<file path="config.mk">
export PLATFORM = sky130hd
export DESIGN_NAME = bus_ctrl8086
export DESIGN_NICKNAME = d
export VERILOG_FILES = /design/src/rtl/bus_ctrl8086.sv
export SDC_FILE = /design/constraint.sdc
export NUM_CORES = 1
export LEC_CHECK = 0
export BUFFER_PORTS_ARGS = -buffer_cell sky130_fd_sc_hd__buf_2
export CAP_MARGIN = 5
export CORE_UTILIZATION = 52
export DETAILED_ROUTE_END_ITERATION = 8
export PLACE_DENSITY = 0.8
export SLEW_MARGIN = 20
export SYNTH_ARGS = -nofsm -noshare
export SYNTH_HDL_FRONTEND = slang
export SYNTH_SLANG_ARGS = --single-unit
</file>
<file path="constraint.sdc">
create_clock -name clk -period 2.9 [get_ports clk]
set_input_delay 0.58 -clock clk [delete_from_list [all_inputs] [get_ports clk]]
set_output_delay 0.58 -clock clk [all_outputs]
set_load 0.05 [all_outputs]
</file>
<file path="src/rtl/bus_ctrl8086.sv">
// Minimum-mode 8086 bus controller: latches the demultiplexed address on ALE and
// turns each RD/WR strobe into one req/ack transaction, holding READY low meanwhile.
module bus_ctrl8086 #(
    parameter int WAIT_STATES = 0,
    parameter int ACK_TIMEOUT = 255
) (
    input  logic        clk,
    input  logic        resetN,
    input  logic        ale,
    input  logic        m_ioN,
    input  logic        dt_rN,
    input  logic        denN,
    input  logic        bheN,
    input  logic        rdN,
    input  logic        wrN,
    input  logic [3:0]  asbus,
    input  logic [15:0] adbus_in,
    output logic [15:0] adbus_out,
    output logic        adbus_oe,
    output logic        ready,
    output logic        mem_req,
    output logic        mem_we,
    output logic        mem_io,
    output logic [19:0] mem_addr,
    output logic [1:0]  mem_be,
    output logic [15:0] mem_wdata,
    input  logic [15:0] mem_rdata,
    input  logic        mem_ack,
    output logic        bus_err,
    output logic [2:0]  dbg_state
);

    typedef enum logic [2:0] {
        S_IDLE  = 3'd0,
        S_LATCH = 3'd1,
        S_WAIT  = 3'd2,
        S_REQ   = 3'd3,
        S_DONE  = 3'd4
    } state_t;

    localparam logic [3:0]  WS_LOAD  = 4'(WAIT_STATES);
    localparam logic [16:0] TO_LIMIT = 17'(ACK_TIMEOUT);

    state_t      state;
    logic [3:0]  wait_cnt;
    logic [15:0] to_cnt;

    // Memory handshake: mem_req rises once per CPU cycle and stays high until a
    // single-cycle mem_ack is sampled in REQ or the timeout fires; acks seen in any
    // other state are ignored, and only one transaction is ever outstanding.
    always_ff @(posedge clk or negedge resetN) begin
        if (!resetN) begin
            state     <= S_IDLE;
            ready     <= 1'b1;
            mem_req   <= 1'b0;
            mem_we    <= 1'b0;
            mem_io    <= 1'b0;
            mem_addr  <= 20'h0;
            mem_be    <= 2'b00;
            mem_wdata <= 16'h0;
            adbus_out <= 16'h0;
            bus_err   <= 1'b0;
            wait_cnt  <= 4'd0;
            to_cnt    <= 16'd0;
        end else begin
            bus_err <= 1'b0;
            case (state)
                S_IDLE: begin
                    if (ale) begin
                        mem_addr <= {asbus, adbus_in};
                        mem_io   <= ~m_ioN;
                        mem_be   <= {~bheN, ~adbus_in[0]};
                        ready    <= 1'b0;
                        state    <= S_LATCH;
                    end
                end
                S_LATCH: begin
                    if (!rdN || !wrN) begin
                        // rdN low wins, so both strobes low is handled as a read.
                        mem_we <= rdN;
                        if (rdN) begin
                            mem_wdata <= adbus_in;
                        end
                        if (mem_be == 2'b00) begin
                            if (!rdN) begin
                                adbus_out <= 16'hFFFF;
                            end
                            ready <= 1'b1;
                            state <= S_DONE;
                        end else if (WAIT_STATES > 0) begin
                            wait_cnt <= WS_LOAD;
                            state    <= S_WAIT;
                        end else begin
                            to_cnt  <= 16'd0;
                            mem_req <= 1'b1;
                            state   <= S_REQ;
                        end
                    end
                end
                S_WAIT: begin
                    if (wait_cnt <= 4'd1) begin
                        wait_cnt <= 4'd0;
                        to_cnt   <= 16'd0;
                        mem_req  <= 1'b1;
                        state    <= S_REQ;
                    end else begin
                        wait_cnt <= wait_cnt - 4'd1;
                    end
                end
                S_REQ: begin
                    if (mem_ack) begin
                        mem_req <= 1'b0;
                        ready   <= 1'b1;
                        if (!mem_we) begin
                            adbus_out <= mem_rdata;
                        end
                        state <= S_DONE;
                    end else if (({1'b0, to_cnt} + 17'd1) == TO_LIMIT) begin
                        // Counter is compared one ahead so it stops at the limit and never wraps.
                        mem_req <= 1'b0;
                        bus_err <= 1'b1;
                        ready   <= 1'b1;
                        if (!mem_we) begin
                            adbus_out <= 16'hFFFF;
                        end
                        state <= S_DONE;
                    end else begin
                        to_cnt <= to_cnt + 16'd1;
                    end
                end
                S_DONE: begin
                    if (rdN && wrN) begin
                        ready <= 1'b1;
                        state <= S_IDLE;
                    end
                end
                default: state <= S_IDLE;
            endcase
        end
    end

    // Read data is driven only while the CPU is actually strobing a read in DONE.
    assign adbus_oe  = (state == S_DONE) & ~mem_we & ~rdN & ~denN & ~dt_rN;
    assign dbg_state = state;

endmodule

</file>
## After elaboration in Yosys (flattened, before gate mapping)

Index checks and enable logic that the tools add are counted.

| word-level totals | value |
|---|---|
| register bits | 82 |
| output and inout bits | 63 |
| word-level logic and storage cells | 100 |

| cells by class | value |
|---|---|
| add/sub/neg operators | 3 |
| order comparisons | 1 |
| eq/ne operators | 17 |
| muxes and demuxes | 39 |
| bitwise operators | 11 |
| reductions and logical operators | 17 |

Operators with widths:

| kind | count |
|---|---|
| 2-to-1 mux 16 bit | 12 |
| one-hot mux 16 bit (3 select lines) | 1 |
| one-hot mux 16 bit (2 select lines) | 1 |
| 2-to-1 mux 3 bit | 7 |
| inequality test 2 bit (second input constant) | 9 |
| adder 16 x 1 -> 17 bit (second input constant) | 1 |
| == test 17 x 8 -> 1 bit (second input constant) | 1 |
| adder 16 x 1 -> 16 bit (second input constant) | 1 |
| one-hot mux 3 bit (5 select lines) | 1 |
| 2-to-1 mux 1 bit | 14 |
| AND reduction 6 bit | 2 |
| AND reduction 5 bit | 2 |
| inequality test 3 bit (second input constant) | 3 |
| NOT 1 bit | 7 |
| AND reduction 7 bit | 1 |
| == test 3 x 2 -> 1 bit (second input constant) | 2 |
| AND 1 bit | 4 |
| <= comparator 4 x 1 -> 1 bit (second input constant) | 1 |
| 2-to-1 mux 4 bit | 1 |
| one-hot mux 1 bit (4 select lines) | 1 |
| AND reduction 2 bit | 2 |
| nonzero test 4 bit | 1 |
| subtractor 4 x 1 -> 4 bit (second input constant) | 1 |
| == test 3 x 1 -> 1 bit (second input constant) | 1 |
| 10 further kinds | 11 |

## Depth between registers and ports, before layout

Gate-level depths: netlist of the first run.

| logic depth | value |
|---|---|
| depth after elaboration | 5 |
| gate-level depth with buffers | 9 |

## Worst setup path after synthesis of the first run

Ideal clock, no wire load.

| timing path | value |
|---|---|
| path type | flip-flop to output port |
| from | register mem_we |
| to | output port adbus_oe |
| data arrival time | 2.180 ns |
| required time | 2.320 ns |
| path slack | 0.140 ns |
| cell stages (with the launch flop) | 3 |
| buffers on the path | 0 |
| cells stage by stage | dfrtp_1 -> or4_1 -> nor3_1 |

| between the ends | value |
|---|---|
| cells in the longest elaborated chain, start to end | 5 |

Ends and longest elaborated chain:

| what | RTL line | source |
|---|---|---|
| from (decl) | 22 | `output logic mem_we,` |
| from (signal assigned) | 80 | `mem_we <= rdN;` |
| NOT 1 bit | 143 | `assign adbus_oe = (state == S_DONE) & ~mem_we & ~rdN & ~denN & ~dt_rN;` |
| AND 1 bit (4 in series) | 143 |  |
| to (decl) | 19 | `output logic adbus_oe,` |

Every way passes these cells.

## Worst setup path in the final report of the first run

| timing path | value |
|---|---|
| from | register to_cnt[0] |
| to | register to_cnt[6] |

| between the ends | value |
|---|---|
| cells in the longest elaborated chain, start to end | 4 |
| elaborated cells on any way between the ends | 8 |
| those cells by class | add/sub (2); eq/ne (2); mux (3); reduce/logical (1) |

Ends and longest elaborated chain:

| what | RTL line | source |
|---|---|---|
| from (decl) | 46 | `logic [15:0] to_cnt;` |
| from (signal assigned) | 128 | `to_cnt <= to_cnt + 16'd1;` |
| adder 16 x 1 -> 17 bit or adder 16 x 1 -> 16 bit (tied branches) | 118, 128 |  |
| == test 17 x 8 -> 1 bit or 2-to-1 mux 16 bit (tied branches) | 118 | `end else if (({1'b0, to_cnt} + 17'd1) == TO_LIMIT) begin` |
| inequality test 2 bit (no line) or 2-to-1 mux 16 bit (tied branches) | - |  |
| AND reduction 6 bit (no line) or one-hot mux 16 bit (3 select lines) (tied branches) | - |  |

Parallel ways exist; a longest one is shown, timed or not. The select of a mux whose other input is x is not followed.
A chain may end at the register's enable or synchronous reset.

==> results of run 1 <==
[state kept, by name, indices dropped and copies added, names as in the netlist]
| register | count |
|---|---|
| to_cnt | 16 |
| wait_cnt | 4 |
| bus_err | 1 |
| mem_req | 1 |
| mem_be | 2 |
| dbg_state | 3 |
| ready | 1 |
| mem_we | 1 |
| mem_wdata | 16 |
| adbus_out | 16 |
| mem_io | 1 |
| mem_addr | 20 |
[per-stage QoR]
step                      cells  hold slack [ns]
after detailed placement    570           0.4571
after CTS                   586           0.4043
final                       587           0.1224
after global routing        587           0.1095
after global placement      570           0.4539
after floorplan             373           0.2844
[worst max-delay path, stage by stage, from the launching register on]
cell	delay [ns]
dfrtp_1	0.40
inv_1	0.09
ha_1	0.15
nor4b_2	0.21
or4b_1	0.48
a211oi_2	0.24
o2111ai_2	0.23
buf_4	0.25
nand2_1	0.25
o221ai_1	0.16
[report_power, final]
part / internal, mW / switching [mW] / total [mW] / leakage [nW]
sequential: 1.56 / 0.303 / 1.87 / 0.994
combinational: 0.715 / 2.12 / 2.83 / 1.05
clock: 0.575 / 0.416 / 0.991 / 0.121
total: 2.85 / 2.84 / 5.69 / 2.16
[cell families (layout without fill, tap and decap cells)]
family,after synthesis,count (layout),share of synthesized area [%]
adders and majority gates,4,4,1.333
AOI/OAI and AO/OA,73,73,14.50
buffers and inverters,32,150,3.433
DFF,82,82,54.70
muxes,17,17,5.100
and+or+nand+nor,162,162,20.23
xor gates and xnor gates,3,3,0.7001
[synth_stat cells (all sizes together), types with 4 or more instances]
library cell / count / share of area (%)
nand3: 13 / 1.7
nand2b: 8 / 1.3
clkbuf: 11 / 1.1
o22a: 17 / 4.0
ha: 4 / 1.3
inv: 17 / 1.7
dfrtp: 81 / 54
o21ai: 15 / 2.0
mux2: 17 / 5.1
a21oi: 8 / 1.1
buf: 4 / 0.63
nor2b: 4 / 0.67
nor3: 7 / 0.93
nor2: 19 / 1.9
nor4: 5 / 0.83
o221ai: 6 / 1.4
nand4: 6 / 1.0
a31oi: 7 / 1.2
nand2: 84 / 8.4
[layout make-up]
class | instances | area (sq um)
fill | 557 | 2190
sequential | 82 | 2053
multi-input combinational | 259 | 1572
timing repair buffer | 117 | 630.6
clock buffer | 10 | 127.6
tap | 96 | 120.1
clock inverter | 6 | 112.6
inverter | 17 | 63.81
[routing by layer]
metal / wire length [um] / share of wire [%] / vias to the layer above
met5: 0 / 0 / -
met4: 157 / 1.7 / 0
met3: 662 / 7.2 / 17
met2: 4602 / 50 / 116
met1: 3731 / 41 / 1548
li1: - / - / 1538
[path summary, 6_finish.rpt]
check | slack (ns) | to | cells after the start
setup / recovery | 0.28 | to_cnt[6] | 9
hold / removal | 0.12 | adbus_out[14] | 1
setup reg to reg | 0.28 | to_cnt[6] | 9
hold reg to reg | 0.48 | mem_addr[7] | 2
max in group asynchronous | 2.14 | ready | 2
min in group clk | 0.41 | mem_addr[16] | 3
==> results.md, run 1 <==
- Worst-path clk slew: ~0.090 ns
- Distinct cells, synth: 51
- Skew-Pair Late Insertion Delay: 0.36 ns
- Mapped Cells: ~370
- Max Cap Viol: 0
- First-iteration detailed-routing DRC count: between 200 and 250
- Die area: approximately 7600 sq um
- Synth warnings: 0
- CTS Buf Count: 9
- Core area: about 6900 sq um
- TritonCTS clock tree: yes
- CTS sink cnt: about 80
- Kind of critical path: reg -> reg
- # IOs: 109
- Row count: 30
- Fin area: between 4000 and 5000 sq um
- Commonest non-fill, non-tap cell in the layout: buf_2
- Leakage: around 2.2 nW
- Final hold vios: 0
- Longest Clk Path Bufs: 2
- Met3 Use GR: about 8.8%
- Min Clock Period, post-route: ~2.6 ns
- GR Util met2: between 40 and 50%
- Area of the mapped netlist: approximately 3800 sq um
- Die Wd: ~87 um
- Ratio of cells with drive above 1 in the final layout: between 30% and 40%
- Layout Skew: ~0.012 ns
- H-tree depth: 3
- Met1 usage: between 30% and 40%
- Antenna-violating nets left: 0
- Post-CTS Resized: 0
- Peak supply drop: ~1.1 mV
- Final Util: 68.12%
- Worst Path Required: between 3 and 4 ns
- Port Buffers: approximately 110
- Worst slew pin tran: 0.8258 ns
- Largest net degree at the start of global routing: slightly above 80
- Worst Hold Class: in -> async
- Wirelength per Cell: between 15 and 20 um
- Syn Nets: roughly 420
- Synth-to-Final Area Change: 24.67%
- Final Net Count: approximately 540
- Die height: around 87 um
- Placed Area: roughly 4400 sq um
- Setup slack after layout: about 0.28 ns
- Worst rel slew slack: between 40 and 50%
- Worst r2r src: to_cnt[0]
- EDFF count, synth: 0
- Final TNS setup: 0 ns
- Starting Density: 54.64%
- Worst setup path startpoint: to_cnt[0]
- Period utilisation layout: between 90% and 100%
- Post-synthesis sequential area ratio: a little over half
- Synth Area per Inst: 10.06 sq um
- Hpwl dp: around 6500 um
- Run status: completed
- FMAX: approximately 380 MHz
- Top FF cell, synth: dfrtp_1
- First-pass GRT wire length: between 10,000 and 15,000 um
- Hold-fix buffers at CTS: 0
- Synth Register Bits: 82
- CP Launch Type: register
- WP data arrival: 2.82 ns
- Clock Root Buffer: clkbuf_8
- GP Congestion: around 0.9
- Ys async rst share: between 90% and 100%
- Most frequent cells in the layout: 107 x buf_2, 84 x nand2_1, 81 x dfrtp_1
- GR peak layer: met2
- Vias: 3,219
- Setup violators final: 0
- Drt pass-1 iters: 4
- GRT Util Overall: 25.92%
- DRC viols: 0
- Initial antenna violation count: 0
- Total power of the final layout: 5.691 mW
- P per Cell Area: ~1200 nW/um^2
- Global route total overflow: 0
- ANT cells: 0
- Place WS: between 0.2 and 0.3 ns
- Worst setup EP type: register
- Post-CTS Setup Bufs: 0
- Final slew viol count: 0
- DRT Wirelength: 9153 um
- Vias in the first global route: between 3,000 and 4,000
- Crit Path Max Fanout: 12
- RSZ-0062 raised after global routing: no
- Vias per cell: roughly 5.5
(Power assumes the default switching activity.)
==> inputs of run 2 (changes only) <==
--- a/config.mk
+++ b/config.mk
@@ -7,9 +7,10 @@
 export LEC_CHECK = 0
 export BUFFER_PORTS_ARGS = -buffer_cell sky130_fd_sc_hd__buf_2
 export CAP_MARGIN = 5
-export CORE_UTILIZATION = 52
+export CORE_UTILIZATION = 54
+export CTS_BUF_LIST = sky130_fd_sc_hd__clkbuf_4
 export DETAILED_ROUTE_END_ITERATION = 8
-export PLACE_DENSITY = 0.8
+export PLACE_DENSITY = 0.83
 export SLEW_MARGIN = 20
 export SYNTH_ARGS = -nofsm -noshare
 export SYNTH_HDL_FRONTEND = slang
==> run 2 against run 1 <==
- global-route usage decreased by 0.11 points
- via count increased by 2.1%
- hold slack improved by 0.034 ns
- critical path type unchanged
==> results.md, run 2 (synthesis gave the netlist of run 1 again) <==
- Top reg by flops: mem_addr
- GP Congestion: 0.9243 (+4.2%)
- Final TNS setup: 0 ns (unchanged)
- Core area: 6756 sq um (-1.6%)
- Multi-input gate area: 1572 sq um (unchanged)
- R2R Setup Slk: 0.17 ns (-0.10 ns)
- Final hold vios: 0 (unchanged)
- Largest net degree at the start of global routing: 83 (unchanged)
- P per Cell Area: 1193 nW/um^2 (-1.9%)
- Hpwl dp: 6478 um (+0.33%)
- Die height: 85.38 um (-1.8%)
- Final Net Count: 535 (-0.19%)
- Vias per cell: 5.768 (+5.2%)
- Die Wd: 85.38 um (-1.8%)
- TritonCTS clock tree: yes
- Wirelength per Cell: 15.79 um (+1.3%)
- Ratio of cells with drive above 1 in the final layout: 32.04% (+0.065 points)
- Fin area: 4564 sq um (-2.5%)
- FMAX: 366.5 MHz (-3.8%)
- Starting Density: 55.56% (+0.91 points)
- GRT Util Overall: 25.82% (-0.11 points)
- Place WS: 0.2163 ns (-0.06815 ns)
- Worst setup EP type: register
- First-iteration detailed-routing DRC count: 249 (+24%)
- Initial antenna violation count: 0 (unchanged)
- # IOs: 109 (unchanged)
- DRC viols: 0 (unchanged)
- Commonest non-fill, non-tap cell in the layout: buf_2
- Placed Area: 4392 sq um (-0.45%)
- Most frequent cells in the layout: 107 x buf_2, 84 x nand2_1, 81 x dfrtp_1
- Layout Skew: 0.01760 ns (+0.005844 ns)
- Worst slew pin tran: 0.8131 ns (-0.01278 ns)
- Antenna-violating nets left: 0 (unchanged)
- Post-Layout Cell Count: 570 (-2.9%)
- Worst Hold Class: in -> async
- Period utilisation layout: 94.08% (+3.6 points)
- Post-CTS Setup Bufs: 0 (unchanged)
- Post-CTS Resized: 0 (unchanged)
- Die area: 7289 sq um (-3.6%)
- Setup violators final: 0 (unchanged)
- Kind of critical path: reg -> reg
- Crit Path Max Fanout: 11 (-1)
- Crit Reg-Reg Endpoint: to_cnt[3]
- Leakage: 2.118 nW (-2.0%)
- ANT cells: 0 (unchanged)
- Total power of the final layout: 5.447 mW (-4.3%)
- Global route total overflow: 0 (unchanged)
- Longest Clk Path Bufs: 2 (unchanged)
- Reg2Reg Depth: 9 (unchanged)
- CTS sink cnt: 82 (unchanged)
- Port Buffers: 108 (unchanged)
- Skew-Pair Late Insertion Delay: 0.44 ns (+0.08 ns)
- Worst setup path startpoint: to_cnt[0]
- Synth-to-Final Area Change: 21.60%
- Final slew viol count: 0 (unchanged)
- Hold-fix buffers at CTS: 0 (unchanged)
- Vias in the first global route: 3,123 (-4.4%)
- Vias: 3,288 (+2.1%)
- Max reg flops: 20 (unchanged)
- Peak supply drop: 1.131 mV (+4.6%)
- Row count: 30 (unchanged)
- Run status: completed
- Filler cell count: 513 (-7.9%)
- Max Cap Viol: 0 (unchanged)
- Worst r2r src: to_cnt[0]
- CTS Buf Count: 9 (unchanged)
- FF/Latch Area: 2053 sq um (unchanged)
- Placed cells: 554 (-2.8%)
- Worst rel slew slack: 45.66% (+0.85 points)
- Setup slack after layout: 0.1716 ns (-0.1041 ns)
- Min Clock Period, post-route: 2.728 ns (+0.1041 ns)
- RSZ-0062 raised after global routing: no
- Worst Path Required: 3.19 ns (+0.09 ns)
- CP Launch Type: register
- DRT Wirelength: 9002 um (-1.6%)
- Worst-path clk slew: 0.13 ns (+0.04 ns)
- Clock Root Buffer: clkbuf_4
- Drt pass-1 iters: 4 (unchanged)
- First-pass GRT wire length: 14,630 um (-1.9%)
- WP data arrival: 3.02 ns (+0.20 ns)
- H-tree depth: 3 (unchanged)
run 2: cell count changes in the layout (fill, tap and decap cells not counted), sizes merged:
cell / before / now
bufinv: 3 / 2
inv: 18 / 19
clkinvlp: 0 / 1
clkbuf: 10 / 9
buf: 117 / 116
run 2: layout make-up:
| cell class | instances | area share [%] |
|---|---|---|
| flip-flops and latches | 82 | 44.98 |
| multi-input cells | 259 | 34.43 |
| repair buffers | 116 | 13.29 |
| clock inverters | 7 | 2.220 |
| well taps | 80 | 2.193 |
| clock buffers | 9 | 1.480 |
| inverters | 17 | 1.398 |
run 2: power breakdown:
part | internal, mW | total, mW | leakage (nW) | switching [mW]
sequential | 1.56 | 1.84 | 0.994 | 0.284
combinational | 0.711 | 2.82 | 1.03 | 2.11
clock | 0.358 | 0.781 | 0.0884 | 0.423
total | 2.63 | 5.45 | 2.12 | 2.82
run 2: stage by stage:
| step | hold slack, ns | utilization [%] |
|---|---|---|
| after floorplan | 0.2844 | - |
| after global placement | 0.4542 | 65.00 |
| after detailed placement | 0.4594 | 65.00 |
| after CTS | 0.3093 | 67.50 |
| after global routing | 0.1962 | 67.56 |
| final | 0.1562 | 67.56 |
run 2: worst max-delay path, cell delays in order (launching register included):
cell,delay [ns]
dfrtp_1,0.42
inv_1,0.10
ha_1,0.15
nor4b_2,0.22
or4b_1,0.49
a211oi_2,0.28
o2111ai_2,0.26
buf_4,0.25
nand2_1,0.27
o221ai_1,0.15
run 2: worst max-delay path by stage:
stage	end	slack [ns]	cells after the start
after detailed placement	to_cnt[3]	0.22	9
after floorplan	adbus_oe	0.14	2
after CTS	to_cnt[3]	0.18	9
after global routing	to_cnt[10]	0.0001	8
final	to_cnt[3]	0.17	9
after global placement	to_cnt[6]	0.36	9
run 2: per-layer routing:
metal	global-route usage, %	routed length (um)
met5	0	0
met4	8.333	150
met3	8.171	613
met2	42.82	4557
met1	32.39	3680
==> inputs of run 3 (changes only) <==
--- a/config.mk
+++ b/config.mk
@@ -10,6 +10,8 @@
 export CORE_UTILIZATION = 54
 export CTS_BUF_LIST = sky130_fd_sc_hd__clkbuf_4
 export DETAILED_ROUTE_END_ITERATION = 8
+export GPL_TIMING_DRIVEN = 0
+export MAX_ROUTING_LAYER = met4
 export PLACE_DENSITY = 0.83
 export SLEW_MARGIN = 20
 export SYNTH_ARGS = -nofsm -noshare
==> run 3 against run 2 <==
- global-route usage increased by 1.1 points
- hold slack got worse by 0.087 ns
- die area unchanged
- design area increased by 1.1%
- clock skew increased by 0.00070 ns
- sequential share of layout area decreased by 0.49 points
==> results.md, run 3 (synthesis gave the netlist of run 1 again) <==
- Run status: completed
- GRT Util Overall: 26.97% (+1.1 points)
- Final Net Count: 544 (+1.7%)
- GP Congestion: 0.9031 (-2.3%)
- CTS Buf Count: 9 (unchanged)
- Top reg by flops: mem_addr
- Die height: 85.38 um (unchanged)
- Max Cap Viol: 0 (unchanged)
- Core area: 6756 sq um (unchanged)
- Vias in the first global route: 3,268 (+4.6%)
- WP data arrival: 3.05 ns (+0.03 ns)
- Worst rel slew slack: 51.14% (+5.5 points)
- Crit Reg-Reg Endpoint: to_cnt[5]
- Slowest-stage cell, CP: or3_1
- DRC viols: 0 (unchanged)
- Worst setup EP type: register
- Initial antenna violation count: 0 (unchanged)
- Commonest non-fill, non-tap cell in the layout: buf_2
- Worst-path clk slew: 0.14 ns (about the same)
- First-iteration detailed-routing DRC count: 303 (+22%)
- Hold-fix buffers at CTS: 0 (unchanged)
- Most frequent cells in the layout: 108 x buf_2, 84 x nand2_1, 81 x dfrtp_1
- Kind of critical path: reg -> reg
- Filler cell count: 534 (+4.1%)
- Final TNS setup: 0 ns (unchanged)
- CTS sink cnt: 82 (unchanged)
- Largest net degree at the start of global routing: 55 (-34%)
- Period utilisation layout: 93.62% (-0.46 points)
- Vias per cell: 5.630 (-2.4%)
- ANT cells: 0 (unchanged)
- FMAX: 368.3 MHz (+0.50%)
- Global route total overflow: 0 (unchanged)
- Max reg flops: 20 (unchanged)
- Worst Path Required: 3.23 ns (+0.04 ns)
- DRT Wirelength: 9098 um (+1.1%)
- Skew-Pair Late Insertion Delay: 0.42 ns (-0.02 ns)
- Antenna-violating nets left: 0 (unchanged)
- # IOs: 109 (unchanged)
- Synth-to-Final Area Change: 22.93%
- Ratio of cells with drive above 1 in the final layout: 31.26% (-0.78 points)
- Peak supply drop: 0.9381 mV (-17%)
- Die area: 7289 sq um (unchanged)
- Row count: 30 (unchanged)
- Leakage: 2.120 nW (+0.13%)
- Wirelength per Cell: 15.71 um (-0.50%)
- CP delay by family, top: compound AO/OA/AOI/OAI gates
- Final slew viol count: 0 (unchanged)
- Hpwl dp: 6718 um (+3.7%)
- Setup violators final: 0 (unchanged)
- CP peak stage delay: 0.42 ns (-0.07 ns)
- CP bufs+invs: 1 (-1)
- Min Clock Period, post-route: 2.715 ns (-0.01344 ns)
- Layout Skew: 0.01829 ns (+0.0006958 ns)
- Worst Hold Class: in -> async
- Port Buffers: 108 (unchanged)
- Place WS: 0.1406 ns (-0.07578 ns)
- Worst slew pin tran: 0.7302 ns (-0.08284 ns)
- Crit Path Max Fanout: 10 (-1)
- Starting Density: 55.56% (unchanged)
- CP Launch Type: register
- CP Cell Sequence: ha_1 > nand3_1 > or3_1 > a211oi_2 > o2111ai_4 > o21a_2 > buf_2 > o21ai_0
- Clock Root Buffer: clkbuf_4
- Final hold vios: 0 (unchanged)
- H-tree depth: 3 (unchanged)
- Setup slack after layout: 0.1850 ns (+0.01344 ns)
- Vias: 3,260 (-0.85%)
- R2R Setup Slk: 0.19 ns (about the same)
- RSZ-0062 raised after global routing: no
- Die Wd: 85.38 um (unchanged)
- Drt pass-1 iters: 4 (unchanged)
- Longest Clk Path Bufs: 2 (unchanged)
- Worst r2r src: to_cnt[1]
- TritonCTS clock tree: yes
- First-pass GRT wire length: 15,010 um (+2.6%)
- P per Cell Area: 1188 nW/um^2 (-0.46%)
- Reg2Reg Depth: 8 (-1)
[run 3: metal layers]
metal  track usage [%]  share of wire [%]
met5                 -                  0
met4             8.636               0.86
met2             43.48                 51
met1             34.19                 42
met3             5.934                6.2
[run 3: worst max-delay path by stage]
stage,cells past startpoint,end,start
after detailed placement,9,adbus_out[5],to_cnt[0]
after CTS,9,adbus_out[11],to_cnt[0]
after floorplan,2,adbus_oe,mem_we
after global placement,9,adbus_out[11],to_cnt[0]
final,8,to_cnt[5],to_cnt[1]
after global routing,9,to_cnt[11],to_cnt[0]
[run 3: final cells by class]
type | instances | area (sq um) | area share, %
Clock buffer | 10 | 75.07 | 1.627
Multi-Input combinational cell | 259 | 1589 | 34.44
Tap cell | 80 | 100.1 | 2.169
Buffer | 15 | 66.31 | 1.437
Timing Repair Buffer | 110 | 578.1 | 12.53
Clock inverter | 6 | 88.84 | 1.925
Sequential cell | 82 | 2053 | 44.50
Inverter | 17 | 63.81 | 1.383
[run 3: repair_timing]
action	4_1_cts	5_1_grt
resized for setup	0	5
setup buffers	0	1
endpoints found under the setup margin	0	18
[run 3: worst register-to-register path, cell delays in order, from the launching register on]
cell and delay (ns):
dfrtp_1 0.41, ha_1 0.24, nand3_1 0.26, or3_1 0.42
a211oi_2 0.33, o2111ai_4 0.24, o21a_2 0.32, buf_2 0.20
o21ai_0 0.20
[run 3: report_power, final]
part / total (mW) / switching, mW / internal, mW
Clock: 0.757 / 0.396 / 0.361
Combinational: 2.90 / 2.17 / 0.732
Sequential: 1.82 / 0.262 / 1.56
Total: 5.48 / 2.83 / 2.65
[run 3: per-stage QoR]
stage | hold slack, ns | area, sq um | power [mW] | utilization (%) | cells
after floorplan | 0.2844 | 3754 | 3.990 | - | 373
after global placement | 0.4539 | 4394 | 4.628 | 65.04 | 561
after detailed placement | 0.4607 | 4424 | 4.730 | 65.48 | 562
after CTS | 0.06438 | 4588 | 5.483 | 67.91 | 578
after global routing | 0.06529 | 4614 | 5.758 | 68.30 | 579
final | 0.06894 | 4614 | 5.481 | 68.30 | 579
